===== config.mk =====
export PLATFORM = sky130hd
export DESIGN_NAME = load_store_ctrl
export DESIGN_NICKNAME = d
export VERILOG_FILES = /design/src/rtl/ls_pkg.sv /design/src/rtl/ls_lane_mux.sv /design/src/rtl/load_store_ctrl.sv
export SDC_FILE = /design/constraint.sdc
export NUM_CORES = 1
export LEC_CHECK = 0
export BUFFER_PORTS_ARGS = -buffer_cell sky130_fd_sc_hd__buf_2
export CAP_MARGIN = 10
export CORE_UTILIZATION = 50
export DETAILED_ROUTE_END_ITERATION = 8
export HOLD_SLACK_MARGIN = 0.15
export PLACE_DENSITY_LB_ADDON = 0.15
export SLEW_MARGIN = 20
export SYNTH_ARGS = -nofsm -noshare
export SYNTH_HDL_FRONTEND = slang
export SYNTH_HIERARCHICAL = 1
export SYNTH_SLANG_ARGS = --single-unit

===== constraint.sdc =====
create_clock -name clk -period 6.7 [get_ports clk]
set_clock_uncertainty 0.2 [all_clocks]
set_input_delay 0.67 -clock clk [delete_from_list [all_inputs] [get_ports clk]]
set_output_delay 0.67 -clock clk [all_outputs]
set_load 0.005 [all_outputs]

===== src/rtl/ls_pkg.sv =====
// ---------------------------------------------------------------------------
// ls_pkg
// Shared definitions for the load/store sequencer:
//   - memory op codes (LW/LH/LB/SW/SH/SB) and access-size decode
//   - FSM state encoding
//   - MEM_LAT legality check and alignment/legality helper
// ---------------------------------------------------------------------------
package ls_pkg;

  localparam logic [2:0] OP_LW = 3'b000;
  localparam logic [2:0] OP_LH = 3'b001;
  localparam logic [2:0] OP_LB = 3'b010;
  localparam logic [2:0] OP_SW = 3'b100;
  localparam logic [2:0] OP_SH = 3'b101;
  localparam logic [2:0] OP_SB = 3'b110;

  localparam int MEM_LAT_MIN = 1;
  localparam int MEM_LAT_MAX = 7;

  // op[1:0] encodes the access width for every legal op; op[2] marks a store.
  typedef enum logic [1:0] {
    SZ_WORD = 2'b00,
    SZ_HALF = 2'b01,
    SZ_BYTE = 2'b10,
    SZ_BAD  = 2'b11
  } ls_size_e;

  typedef enum logic [2:0] {
    ST_IDLE = 3'd0,
    ST_RD   = 3'd1,
    ST_CAP  = 3'd2,
    ST_WR   = 3'd3,
    ST_DONE = 3'd4,
    ST_ERR  = 3'd5
  } ls_state_e;

  function automatic logic mem_lat_ok(input int lat);
    return (lat >= MEM_LAT_MIN) && (lat <= MEM_LAT_MAX);
  endfunction

  function automatic ls_size_e op_size(input logic [2:0] op);
    return ls_size_e'(op[1:0]);
  endfunction

  // True for illegal op codes and for halfword/word accesses that are not
  // naturally aligned within the word.
  function automatic logic op_is_bad(input logic [2:0] op, input logic [1:0] off);
    logic bad;
    case (op)
      OP_LW, OP_SW: bad = (off != 2'b00);
      OP_LH, OP_SH: bad = off[0];
      OP_LB, OP_SB: bad = 1'b0;
      default:      bad = 1'b1;
    endcase
    return bad;
  endfunction

endpackage


===== src/rtl/ls_lane_mux.sv =====
// ---------------------------------------------------------------------------
// ls_lane_mux
// Purely combinational little-endian lane steering.
//   Extract: pick byte/half/word of rd_word_i at off_i, zero-extended.
//   Merge:   overlay the low byte/half of st_data_i onto old_word_i at off_i
//            (a word op replaces all four lanes).
// Ports:
//   op_i         [2:0]  op code (width taken from op[1:0])
//   off_i        [1:0]  byte offset within the word
//   rd_word_i    [31:0] word to extract from
//   old_word_i   [31:0] word read back for read-modify-write
//   st_data_i    [31:0] store source register
//   ext_word_o   [31:0] zero-extended extracted value
//   merge_word_o [31:0] merged store word
// ---------------------------------------------------------------------------
module ls_lane_mux
  import ls_pkg::*;
(
  input  logic [2:0]  op_i,
  input  logic [1:0]  off_i,
  input  logic [31:0] rd_word_i,
  input  logic [31:0] old_word_i,
  input  logic [31:0] st_data_i,
  output logic [31:0] ext_word_o,
  output logic [31:0] merge_word_o
);

  logic [7:0]  byte_sel;
  logic [15:0] half_sel;
  logic [3:0]  lane_en;
  logic [31:0] st_repl;

  assign byte_sel = rd_word_i[{off_i, 3'b000} +: 8];
  assign half_sel = off_i[1] ? rd_word_i[31:16] : rd_word_i[15:0];

  always_comb begin
    ext_word_o = rd_word_i;
    lane_en    = 4'b1111;
    st_repl    = st_data_i;
    case (op_size(op_i))
      SZ_BYTE: begin
        ext_word_o = {24'h000000, byte_sel};
        lane_en    = 4'b0001 << off_i;
        // Replicate so that every lane offers the store byte; lane_en picks one.
        st_repl    = {4{st_data_i[7:0]}};
      end
      SZ_HALF: begin
        ext_word_o = {16'h0000, half_sel};
        lane_en    = off_i[1] ? 4'b1100 : 4'b0011;
        st_repl    = {2{st_data_i[15:0]}};
      end
      default: begin
        ext_word_o = rd_word_i;
        lane_en    = 4'b1111;
        st_repl    = st_data_i;
      end
    endcase
  end

  for (genvar gi = 0; gi < 4; gi++) begin : g_lane
    assign merge_word_o[8*gi +: 8] = lane_en[gi] ? st_repl[8*gi +: 8]
                                                 : old_word_i[8*gi +: 8];
  end

endmodule


===== src/rtl/load_store_ctrl.sv =====
// ---------------------------------------------------------------------------
// load_store_ctrl
// Multicycle sequencer for LW/LH/LB/SW/SH/SB against a word-wide memory with
// MEM_LAT cycles of read latency. Sub-word stores are done as
// read-modify-write. Also drives the byte input/selector of the sign
// extender so its output matches load_data for LB.
// Ports:
//   clk        system clock, rising edge
//   reset_n    asynchronous active-low reset
//   start      one-cycle request, only honoured in IDLE
//   op [2:0]   LW=000 LH=001 LB=010 SW=100 SH=101 SB=110
//   addr       byte address
//   rt_data    store source
//   mem_rdata  memory read word (valid MEM_LAT cycles after mem_addr)
//   mem_addr   word-aligned memory address
//   mem_wr     one-cycle write strobe per store
//   mem_wdata  write word (merged for SB/SH), 0 when not writing
//   ext_sel    1 = extender takes the MDR byte path
//   ext_byte   byte lane for the extender
//   load_data  load result, held until the next load completes
//   load_we    register-file write enable, one cycle, loads only
//   busy       high whenever not IDLE
//   done       one-cycle completion pulse (also on error)
//   misalign   one-cycle error pulse, coincident with done
// ---------------------------------------------------------------------------
module load_store_ctrl
  import ls_pkg::*;
#(
  parameter int MEM_LAT = 1
) (
  input  logic        clk,
  input  logic        reset_n,
  input  logic        start,
  input  logic [2:0]  op,
  input  logic [31:0] addr,
  input  logic [31:0] rt_data,
  input  logic [31:0] mem_rdata,
  output logic [31:0] mem_addr,
  output logic        mem_wr,
  output logic [31:0] mem_wdata,
  output logic        ext_sel,
  output logic [7:0]  ext_byte,
  output logic [31:0] load_data,
  output logic        load_we,
  output logic        busy,
  output logic        done,
  output logic        misalign
);

  if (!mem_lat_ok(MEM_LAT)) begin : g_bad_lat
    $error("load_store_ctrl: MEM_LAT must be in 1..7");
  end

  // RD lasts MEM_LAT cycles: counter loads MEM_LAT-1 and leaves RD at zero.
  localparam logic [2:0] LAT_RELOAD = 3'(MEM_LAT - 1);

  ls_state_e   state_q, state_d;
  logic [2:0]  op_q, op_d;
  logic [31:0] addr_q, addr_d;
  logic [31:0] rd_q, rd_d;
  logic [31:0] mdr_q, mdr_d;
  logic [2:0]  cnt_q, cnt_d;
  logic [31:0] load_q, load_d;

  logic [31:0] mux_word;
  logic [31:0] ext_word;
  logic [31:0] merge_word;

  // In CAP the word is still on the memory bus; afterwards it lives in mdr_q.
  assign mux_word = (state_q == ST_CAP) ? mem_rdata : mdr_q;

  ls_lane_mux u_lane_mux (
    .op_i         (op_q),
    .off_i        (addr_q[1:0]),
    .rd_word_i    (mux_word),
    .old_word_i   (mdr_q),
    .st_data_i    (rd_q),
    .ext_word_o   (ext_word),
    .merge_word_o (merge_word)
  );

  always_ff @(posedge clk or negedge reset_n) begin
    if (!reset_n) begin
      state_q <= ST_IDLE;
      op_q    <= 3'b000;
      addr_q  <= 32'h0;
      rd_q    <= 32'h0;
      mdr_q   <= 32'h0;
      cnt_q   <= 3'd0;
      load_q  <= 32'h0;
    end else begin
      state_q <= state_d;
      op_q    <= op_d;
      addr_q  <= addr_d;
      rd_q    <= rd_d;
      mdr_q   <= mdr_d;
      cnt_q   <= cnt_d;
      load_q  <= load_d;
    end
  end

  always_comb begin
    state_d = state_q;
    op_d    = op_q;
    addr_d  = addr_q;
    rd_d    = rd_q;
    mdr_d   = mdr_q;
    cnt_d   = cnt_q;
    load_d  = load_q;

    case (state_q)
      ST_IDLE: begin
        if (start) begin
          op_d   = op;
          addr_d = addr;
          rd_d   = rt_data;
          if (op_is_bad(op, addr[1:0])) begin
            state_d = ST_ERR;
          end else if (op == OP_SW) begin
            // Full-word store needs no read-back.
            state_d = ST_WR;
          end else begin
            state_d = ST_RD;
            cnt_d   = LAT_RELOAD;
          end
        end
      end
      ST_RD: begin
        if (cnt_q == 3'd0) begin
          state_d = ST_CAP;
        end else begin
          cnt_d = cnt_q - 3'd1;
        end
      end
      ST_CAP: begin
        mdr_d = mem_rdata;
        if (op_q[2]) begin
          state_d = ST_WR;
        end else begin
          load_d  = ext_word;
          state_d = ST_DONE;
        end
      end
      ST_WR:   state_d = ST_DONE;
      ST_DONE: state_d = ST_IDLE;
      ST_ERR:  state_d = ST_IDLE;
      default: state_d = ST_IDLE;
    endcase
  end

  always_comb begin
    mem_addr  = {addr_q[31:2], 2'b00};
    mem_wr    = (state_q == ST_WR);
    mem_wdata = (state_q == ST_WR) ? merge_word : 32'h0;
    load_data = load_q;
    load_we   = (state_q == ST_DONE) && !op_q[2];
    busy      = (state_q != ST_IDLE);
    done      = (state_q == ST_DONE) || (state_q == ST_ERR);
    misalign  = (state_q == ST_ERR);
    ext_sel   = (op_q == OP_LB) && ((state_q == ST_CAP) || (state_q == ST_DONE));
    ext_byte  = ext_sel ? ext_word[7:0] : 8'h00;
  end

endmodule

==> results of run 1 <==
[layout make-up]
| cell class | instances | area [um^2] | share of cell area |
|---|---|---|---|
| multi-input cells | 372 | 3330 | 0.380 |
| well taps | 180 | 225 | 0.0257 |
| inverters | 6 | 22.5 | 0.00257 |
| repair buffers | 215 | 1100 | 0.125 |
| clock buffers | 20 | 447 | 0.0509 |
| clock inverters | 12 | 221 | 0.0252 |
| flip-flops and latches | 137 | 3430 | 0.391 |
[state kept, by name, indices dropped and copies added, names as in the netlist]
signal	cells
addr_q	32
cnt_q	3
load_data	32
mdr_q	32
op_q	3
rd_q	32
state_q	3
[cell families after synthesis]
kind of cell | count (synthesis) | share of synthesized area
AO/OA/AOI/OAI | 84 | 0.0943
XOR/XNOR | 1 | 0.00121
adder cells (fa/ha/maj) | 5 | 0.00861
buffers and inverters | 78 | 0.0711
flip-flops | 137 | 0.472
multiplexers | 164 | 0.257
other | 1 | 0.000516
AND/OR/NAND/NOR | 116 | 0.0960
[cells in the final DEF (no fill, tap or decap), types with 2 or more instances in the layout]
cell        synthesis  routed
mux2_1             29      29
nand3_1             3       3
clkbuf_1           10       2
ha_1                5       5
bufinv_16           0       6
and2_1             58      58
buf_4              37       5
a221o_1             8       8
a21oi_1            13      13
dfrtp_1           137     137
a21o_1              2       2
buf_2              14     208
o31ai_1             9       9
nor3b_1             3       3
nor2_1             12      12
a22o_1             40      40
clkinvlp_4          0       3
nor2b_1             7       6
o21a_1              2       2
clkinv_2            0       2
inv_1               5       5
nand2_1            12      12
mux2i_1             9       9
mux2_4              8       8
nor3_1              8       8
nand3b_1            3       3
o21ai_0             3       3
mux2_2            118     118
clkbuf_16           0      17
conb_1              1       2
nand2b_1            2       2
[worst max-delay path by stage]
stage | startpoint | end | slack (ns) | depth (start not counted)
after floorplan | state_q[2] | ext_byte[3] | 3.88 | 8
after CTS | op_q[0] | ext_byte[1] | 2.63 | 8
after global routing | op_q[0] | ext_byte[1] | 2.34 | 8
after global placement | op_q[0] | ext_byte[7] | 3.20 | 8
final | op_q[0] | ext_byte[1] | 2.60 | 8
after detailed placement | op_q[0] | ext_byte[4] | 3.08 | 8
[metal layers]
layer / vias up / part of all wire / track usage
li1: 2391 / - / -
met1: 2513 / 0.42 / 0.299
met2: 180 / 0.50 / 0.433
met3: 28 / 0.056 / 0.0651
met4: 0 / 0.021 / 0.0907
met5: - / 0 / 0
[critical path, cell delays in order (launching register included)]
cell	delay, ns
dfrtp_1	0.38
inv_1	0.08
ha_1	0.57
buf_4	0.37
nor2b_1	0.50
o21a_1	0.41
a221o_1	0.25
and2_1	0.13
buf_2	0.11
[report_power, final]
| group | switching [W] | total [W] | internal, W |
|---|---|---|---|
| clock | 0.000348 | 0.00105 | 0.000706 |
| sequential | 0.000347 | 0.00159 | 0.00124 |
| combinational | 0.00106 | 0.00228 | 0.00123 |
[stage by stage]
step	cell area [um^2]	power, W	std cells	setup WS, ns
after floorplan	7270	0.00336	587	3.88
after global placement	8100	0.00379	909	3.20
after detailed placement	8100	0.00388	909	3.08
after CTS	8770	0.00495	942	2.63
after global routing	8770	0.00523	942	2.34
final	8770	0.00493	942	2.60
[timing repair]
| action | CTS | global route |
|---|---|---|
| hold endpoints to repair | 65 | 0 |
| hold buffers | 1 | 0 |
| buffers inserted | 0 | 0 |
==> results.cfg, run 1 <==
[synth]
dominantRegCellSynth = dfrtp_1
synth-seq-area-share = 0.472
synth_top_area_share = 0.472
synth_most_common_cell = dfrtp_1
ys_warn_count = 6
syn_inst = 586
synth-seq-cells = 137
synthTopCellsByArea = dfrtp_1, mux2_2, and2_1
yosys-top-cells-count = dfrtp_1, mux2_2, and2_1
synth_area_mm2 = 0.00727
syn_area_per_cell_um2 = 12.4
yosysTopAreaCell = dfrtp_1
synth_edf_count = 0
synthArstFlopShare = 1.00
synth.distinct_cells = 46

[power_and_ir_drop]
power.density_mw_per_mm2 = 562
p_leak_nw = 4.28
ir_drop_uv = 365

[worst_hold_path]
holdPathEnd = rd_q[3]
hold_path_depth = 2
worstHoldStart = rt_data[3]
hp-class = in2reg

[floorplan]
die_x_um = 123
ioPinCount = 212
core_area_mm2 = 0.0140
initial_core_util = 0.518
die_h_um = 123
die_area_mm2 = 0.0150
std_cell_rows = 43

[timing]
fmax_mhz = 244
period_needed_ns = 4.10
slew_headroom = 0.345
tns_ns = 0
maxSlewViolCount = 0
hold_viol_final = 0
timing.hold.ws_ns = 0.280
rsz0062_at_grt = false
setup_viol = 0
period_share = 0.611
worstMarginPinSlew_ns = 0.974

[cells_and_area]
final_nets = 856
postLayoutCoreUtil = 0.625
n_antenna_cell = 0
layout-drive-gt1-share = 0.496
fillerInstances = 1175
area_growth_pct = 20.7

[route]
drtAntennaViolNets = 0
drt-pass1-iter-count = 5
routed_wl_um = 18000
drc = 0
vias_per_cell = 5.43
vias = 5112
detail_route.wl_per_cell_um = 19.1
drtIter0Drc = 260

[clock_tree]
ctsResizeCount = 0
clock-sinks = 137
cts_buffers = 17
cts_root_buf = clkbuf_16
clkTransAtPathRegs_ns = 0.06
cts_htree_levels = 4
cts.path.max_buffers = 2
clk_latency_ns = 0.42
tritoncts = built

[worst_setup_path]
regToRegStartpoint = op_q[0]
reg2regPathDepth = 7
crit_fanout = 33
crit_type = reg2out
required_ns = 5.83
end_kind = output pin
reg2reg_to = load_data[5]
r2r_slack_ns = 3.57
crit_path_start_kind = register
cp_data_arrival_time_ns = 3.23

[global_routing]
grt_antenna_before_repair = 0
grt_pass1_vias = 5356
grt_overflow = 0
grt_start_max_net_pins = 73
grt_usage = 0.250
grt_pass1_wl_um = 28000

[placed_design]
place.gp.congestion = 0.856
port-buffer-count = 209
dp_hpwl_um = 13500

[job]
max_cap_violations = 0

[status]
status = finished clean
Note: power is estimated with default switching activity, not from simulation.
==> run 2, diff against run 1 <==
==> constraint.sdc (replaced) <==
create_clock -name clk -period 4.3 [get_ports clk]
set_clock_uncertainty 0.2 [all_clocks]
set_input_delay 0.43 -clock clk [delete_from_list [all_inputs] [get_ports clk]]
set_output_delay 0.43 -clock clk [all_outputs]
set_load 0.005 [all_outputs]
==> results.cfg, run 2 (synthesis gave the netlist of run 1 again) <==
[timing]
timing.hold.ws_ns = 0.280
fmax_mhz = 275
period_share = 0.846
hold_viol_final = 0
slew_headroom = 0.349
maxSlewViolCount = 0
tns_ns = 0
worstMarginPinSlew_ns = 0.969
period_needed_ns = 3.64
setup_viol = 0
rsz0062_at_grt = false

[worst_hold_path]
worstHoldStart = load_data[30]
hp-class = reg2reg

[global_routing]
grt_antenna_before_repair = 0
grt_usage = 0.269
grt_start_max_net_pins = 112
grt_pass1_vias = 5758
grt_overflow = 0
grt_pass1_wl_um = 30100

[status]
status = finished clean

[power_and_ir_drop]
p_seq_frac = 0.321
internal_power_w = 0.00489
power.density_mw_per_mm2 = 789
p_total_w = 0.00767
p_clk_frac = 0.192
p_leak_nw = 4.68
power.switching_w = 0.00278
pwr-share-comb = 0.487
ir_drop_uv = 623
swShare = 0.363

[clock_tree]
cts_root_buf = clkbuf_16
cts_htree_levels = 4
clk_latency_ns = 0.42
cts_buffers = 17
ctsResizeCount = 0
clock-sinks = 137
cts.path.max_buffers = 2
tritoncts = built
clkTransAtPathRegs_ns = 0.06

[route]
detail_route.wl_per_cell_um = 18.8
drtIter0Drc = 344
drc = 0
drtAntennaViolNets = 0
vias = 5605
vias_per_cell = 5.38
routed_wl_um = 19500
drt-pass1-iter-count = 5

[placed_design]
place.gp.congestion = 0.917
dp_hpwl_um = 13300
port-buffer-count = 209

[worst_setup_path]
crit_type = reg2out
cp_data_arrival_time_ns = 3.01
crit_path_start = op_q[1]
regToRegStartpoint = state_q[1]
crit_fanout = 24
crit_path_start_kind = register
end_kind = output pin
required_ns = 3.67

[cells_and_area]
n_antenna_cell = 0
final_nets = 957
layout-drive-gt1-share = 0.437
mostFrequentLayoutCell = buf_2
layout_common_cells = buf_2, dfrtp_1, mux2_2
area_growth_pct = 33.8

[floorplan]
die_area_mm2 = 0.0150
ioPinCount = 212
initial_core_util = 0.518
die_x_um = 123
std_cell_rows = 43
die_h_um = 123
core_area_mm2 = 0.0140

[job]
max_cap_violations = 0
[run 2: cell types whose count changed in the layout (fill, tap and decap cells not counted)]
| cell | previous run | this run |
|---|---|---|
| buf_12 | 0 | 1 |
| clkbuf_8 | 1 | 4 |
| dlygate4sd3_1 | 1 | 100 |
| bufinv_16 | 6 | 3 |
| clkbuf_1 | 2 | 4 |
| clkinvlp_4 | 3 | 1 |
| buf_6 | 1 | 0 |
| buf_4 | 5 | 6 |
[run 2: final cells by class]
cell class / count / area (um^2)
fillers: 1018 / 4320
flip-flops and latches: 137 / 3430
multi-input cells: 372 / 3330
repair buffers: 316 / 2120
clock buffers: 24 / 482
well taps: 180 / 225
clock inverters: 7 / 116
inverters: 6 / 22.5
[run 2: what timing repair did]
item,in CTS,in global routing
setup endpoints to repair,0,0
hold buffers,100,0
buffers inserted,0,0
endpoints found under the hold margin,209,0
[run 2: through the flow]
step / utilization / worst slack, ns / cell area [um^2] / instances
2_1_floorplan: - / 1.72 / 7270 / 587
3_3_place_gp: 0.579 / 1.22 / 8120 / 911
3_5_place_dp: 0.579 / 1.12 / 8120 / 911
4_1_cts: 0.692 / 0.674 / 9720 / 1042
5_1_grt: 0.693 / 0.468 / 9730 / 1042
6_report: 0.693 / 0.664 / 9730 / 1042
[run 2: critical path, cell delays in order (launching register included)]
cell and delay, ns:
dfrtp_1 0.42, inv_1 0.07, ha_1 0.71, a21o_1 0.29
a21o_1 0.49, mux2_4 0.35, and2_1 0.13, buf_2 0.12
[run 2: layer usage]
layer	part of all wire	track usage
met5	0	0
met4	0.026	0.112
met3	0.053	0.0539
met2	0.50	0.462
met1	0.42	0.330
[run 2: final timing paths]
path	end	slack (ns)	cells after the start
max	mem_wdata[10]	0.66	7
max reg2reg	load_data[3]	1.45	7
min reg2reg	load_data[30]	0.28	1
min	load_data[30]	0.28	1
max in group asynchronous	rd_q[28]	2.49	3
min in group asynchronous	rd_q[21]	0.48	2
[run 2: power groups by stage]
stage / registers, W / clock network (W) / logic, W
after detailed placement: 0.00248 / 0 / 0.00362
after CTS: 0.00246 / 0.00150 / 0.00372
after global routing: 0.00254 / 0.00155 / 0.00405
final: 0.00246 / 0.00147 / 0.00373
after floorplan: 0.00225 / 0 / 0.00299
after global placement: 0.00245 / 0 / 0.00353
==> run 3, diff against run 2 <==
--- a/config.mk
+++ b/config.mk
@@ -5,9 +5,10 @@
 export SDC_FILE = /design/constraint.sdc
 export NUM_CORES = 1
 export LEC_CHECK = 0
+export ABC_AREA = 1
 export BUFFER_PORTS_ARGS = -buffer_cell sky130_fd_sc_hd__buf_2
 export CAP_MARGIN = 10
-export CORE_UTILIZATION = 50
+export CORE_UTILIZATION = 48
 export DETAILED_ROUTE_END_ITERATION = 8
 export HOLD_SLACK_MARGIN = 0.15
 export PLACE_DENSITY_LB_ADDON = 0.15
==> constraint.sdc (replaced) <==
create_clock -name clk -period 3.03 [get_ports clk]
set_clock_uncertainty 0.2 [all_clocks]
set_input_delay 0.303 -clock clk [delete_from_list [all_inputs] [get_ports clk]]
set_output_delay 0.303 -clock clk [all_outputs]
set_load 0.005 [all_outputs]
==> results.cfg, run 3 <==
[status]
status = finished clean

[route]
drc = 0
drt-pass1-iter-count = 8
detail_route.wl_per_cell_um = 14.9
vias = 7795
drtIter0Drc = 575
drtAntennaViolNets = 0
vias_per_cell = 4.94
routed_wl_um = 23400

[power_and_ir_drop]
internal_power_w = 0.00580
swShare = 0.466
p_leak_nw = 5.89
p_clk_frac = 0.188
ir_drop_uv = 466
pwr-share-comb = 0.503
power.density_mw_per_mm2 = 1070
power.switching_w = 0.00505
p_seq_frac = 0.310

[timing]
slew_headroom = 0.484
tns_ns = 0
rsz0062_at_grt = false
worstMarginPinSlew_ns = 0.772
maxSlewViolCount = 0
fmax_mhz = 351
period_needed_ns = 2.85
hold_viol_final = 0
setup_viol = 0
period_share = 0.941

[cells_and_area]
fillerInstances = 1404
design_area_mm2 = 0.0102
layout-drive-gt1-share = 0.206
area_growth_pct = 34.8
mostFrequentLayoutCell = nand2_1
layout_common_cells = nand2_1, buf_2, nand3_1
n_antenna_cell = 0
final_nets = 1461

[global_routing]
grt_usage = 0.296
grt_pass1_vias = 7500
grt_antenna_before_repair = 0
grt_overflow = 0
grt_pass1_wl_um = 37000
grt_start_max_net_pins = 70

[worst_setup_path]
crit_path_start = op_q[0]
cp_data_arrival_time_ns = 2.35
reg2regPathDepth = 7
required_ns = 2.53
cp-endpoint = mem_wdata[15]
crit_path_start_kind = register
reg2reg_to = addr_q[12]
regToRegStartpoint = state_q[1]
end_kind = output pin
r2r_slack_ns = 0.54
crit_fanout = 11
crit_type = reg2out

[synth]
synth_edf_count = 0
synth_most_common_cell = nand2_1
synthArstFlopShare = 1.00
synth_top_area_share = 0.454
syn_inst = 1083
syn_area_per_cell_um2 = 6.97
synth-seq-area-share = 0.454
synthTopCellsByArea = dfrtp_1, nand2_1, nand3_1
synth-seq-cells = 137
yosys-top-cells-count = nand2_1, nand3_1, dfrtp_1
synth_area_mm2 = 0.00755
synth.distinct_cells = 26
yosysTopAreaCell = dfrtp_1
ys_warn_count = 6
dominantRegCellSynth = dfrtp_1

[clock_tree]
cts_htree_levels = 4
clk_latency_ns = 0.42
cts_root_buf = clkbuf_16
clkTransAtPathRegs_ns = 0.06
tritoncts = built
clock-sinks = 137
cts_buffers = 17
cts_setup_buffers = 0
cts.path.max_buffers = 2

[floorplan]
die_h_um = 127
ioPinCount = 212
core_area_mm2 = 0.0153
die_x_um = 127
std_cell_rows = 45
die_area_mm2 = 0.0162
initial_core_util = 0.495

[job]
max_cap_violations = 0

[worst_hold_path]
hp-class = in2async

[placed_design]
place.gp.congestion = 0.920
dp_hpwl_um = 15800
port-buffer-count = 209
placed_area_mm2 = 0.00847
==> run 3: power groups by stage <==
stage	Sequential (W)	Clock, W	Combinational, W
floorplan	0.00316	0	0.00395
finish	0.00336	0.00203	0.00546
global route	0.00345	0.00215	0.00614
global placement	0.00335	0	0.00512
CTS	0.00334	0.00206	0.00532
detailed placement	0.00335	0	0.00518
==> run 3: through the flow <==
step                std cells  hold slack, ns   util  worst slack (ns)  total power [W]
finish                   1578           0.263  0.667             0.179           0.0109
floorplan                1084          -0.193      -             0.935          0.00710
global route             1578           0.283  0.667           0.00751           0.0117
global placement         1436           0.168  0.555             0.522          0.00847
detailed placement       1436           0.171  0.555             0.482          0.00852
CTS                      1577           0.268  0.664            0.0209           0.0107
==> run 3: how the worst min path moves through the flow <==
stage	from	to	slack, ns	depth (start not counted)
after CTS	addr_q[25]	addr_q[25]	0.27	2
after global routing	cnt_q[1]	cnt_q[1]	0.28	2
after floorplan	reset_n	addr_q[0]	-0.19	0
after global placement	reset_n	mdr_q[14]	0.17	1
final	reset_n	mdr_q[12]	0.26	2
after detailed placement	reset_n	mdr_q[14]	0.17	1
==> run 3: cells by family (layout without fill, tap and decap cells) <==
logic type / count (synthesis) / count (layout) / share of synthesized area
simple gates: 752 / 752 / 0.407
fa+ha+maj: 5 / 5 / 0.00828
xor+xnor: 1 / 1 / 0.00116
other cells: 1 / 2 / 0.000496
flops: 137 / 137 / 0.454
buf+inv: 168 / 451 / 0.115
compound gates: 19 / 19 / 0.0142
==> run 3: critical path: stages (launching register included) <==
cell and delay (ns):
dfrtp_1 0.39, inv_1 0.09, ha_2 0.39, inv_4 0.09, o21ai_4 0.14, clkinv_4 0.18
nand2_2 0.20, nand2_1 0.12, nand2_1 0.08, inv_1 0.04, nor2_1 0.08, buf_2 0.14
==> run 3: per-layer routing <==
| layer | up-vias | wire (um) | share of wire | GRT usage |
|---|---|---|---|---|
| li1 | 3849 | - | - | - |
| met1 | 3552 | 9850 | 0.42 | 0.374 |
| met5 | - | 0 | 0 | 0 |
| met4 | 0 | 626 | 0.027 | 0.118 |
| met3 | 47 | 1650 | 0.070 | 0.0553 |
| met2 | 347 | 11300 | 0.48 | 0.501 |
==> run 3: area by class of cell <==
class / instances / area, um^2 / share of cell area
multi-input cells: 779 / 3270 / 0.321
clock inverters: 12 / 125 / 0.0123
clock buffers: 20 / 457 / 0.0448
flip-flops and latches: 137 / 3430 / 0.337
well taps: 211 / 264 / 0.0259
repair buffers: 335 / 2320 / 0.228
inverters: 84 / 325 / 0.0319
==> run 3: repair_timing <==
action,in CTS,in global routing
hold buffers,109,0
hold endpoints to repair,167,0
gates resized for setup,0,7
setup endpoints to repair,0,20
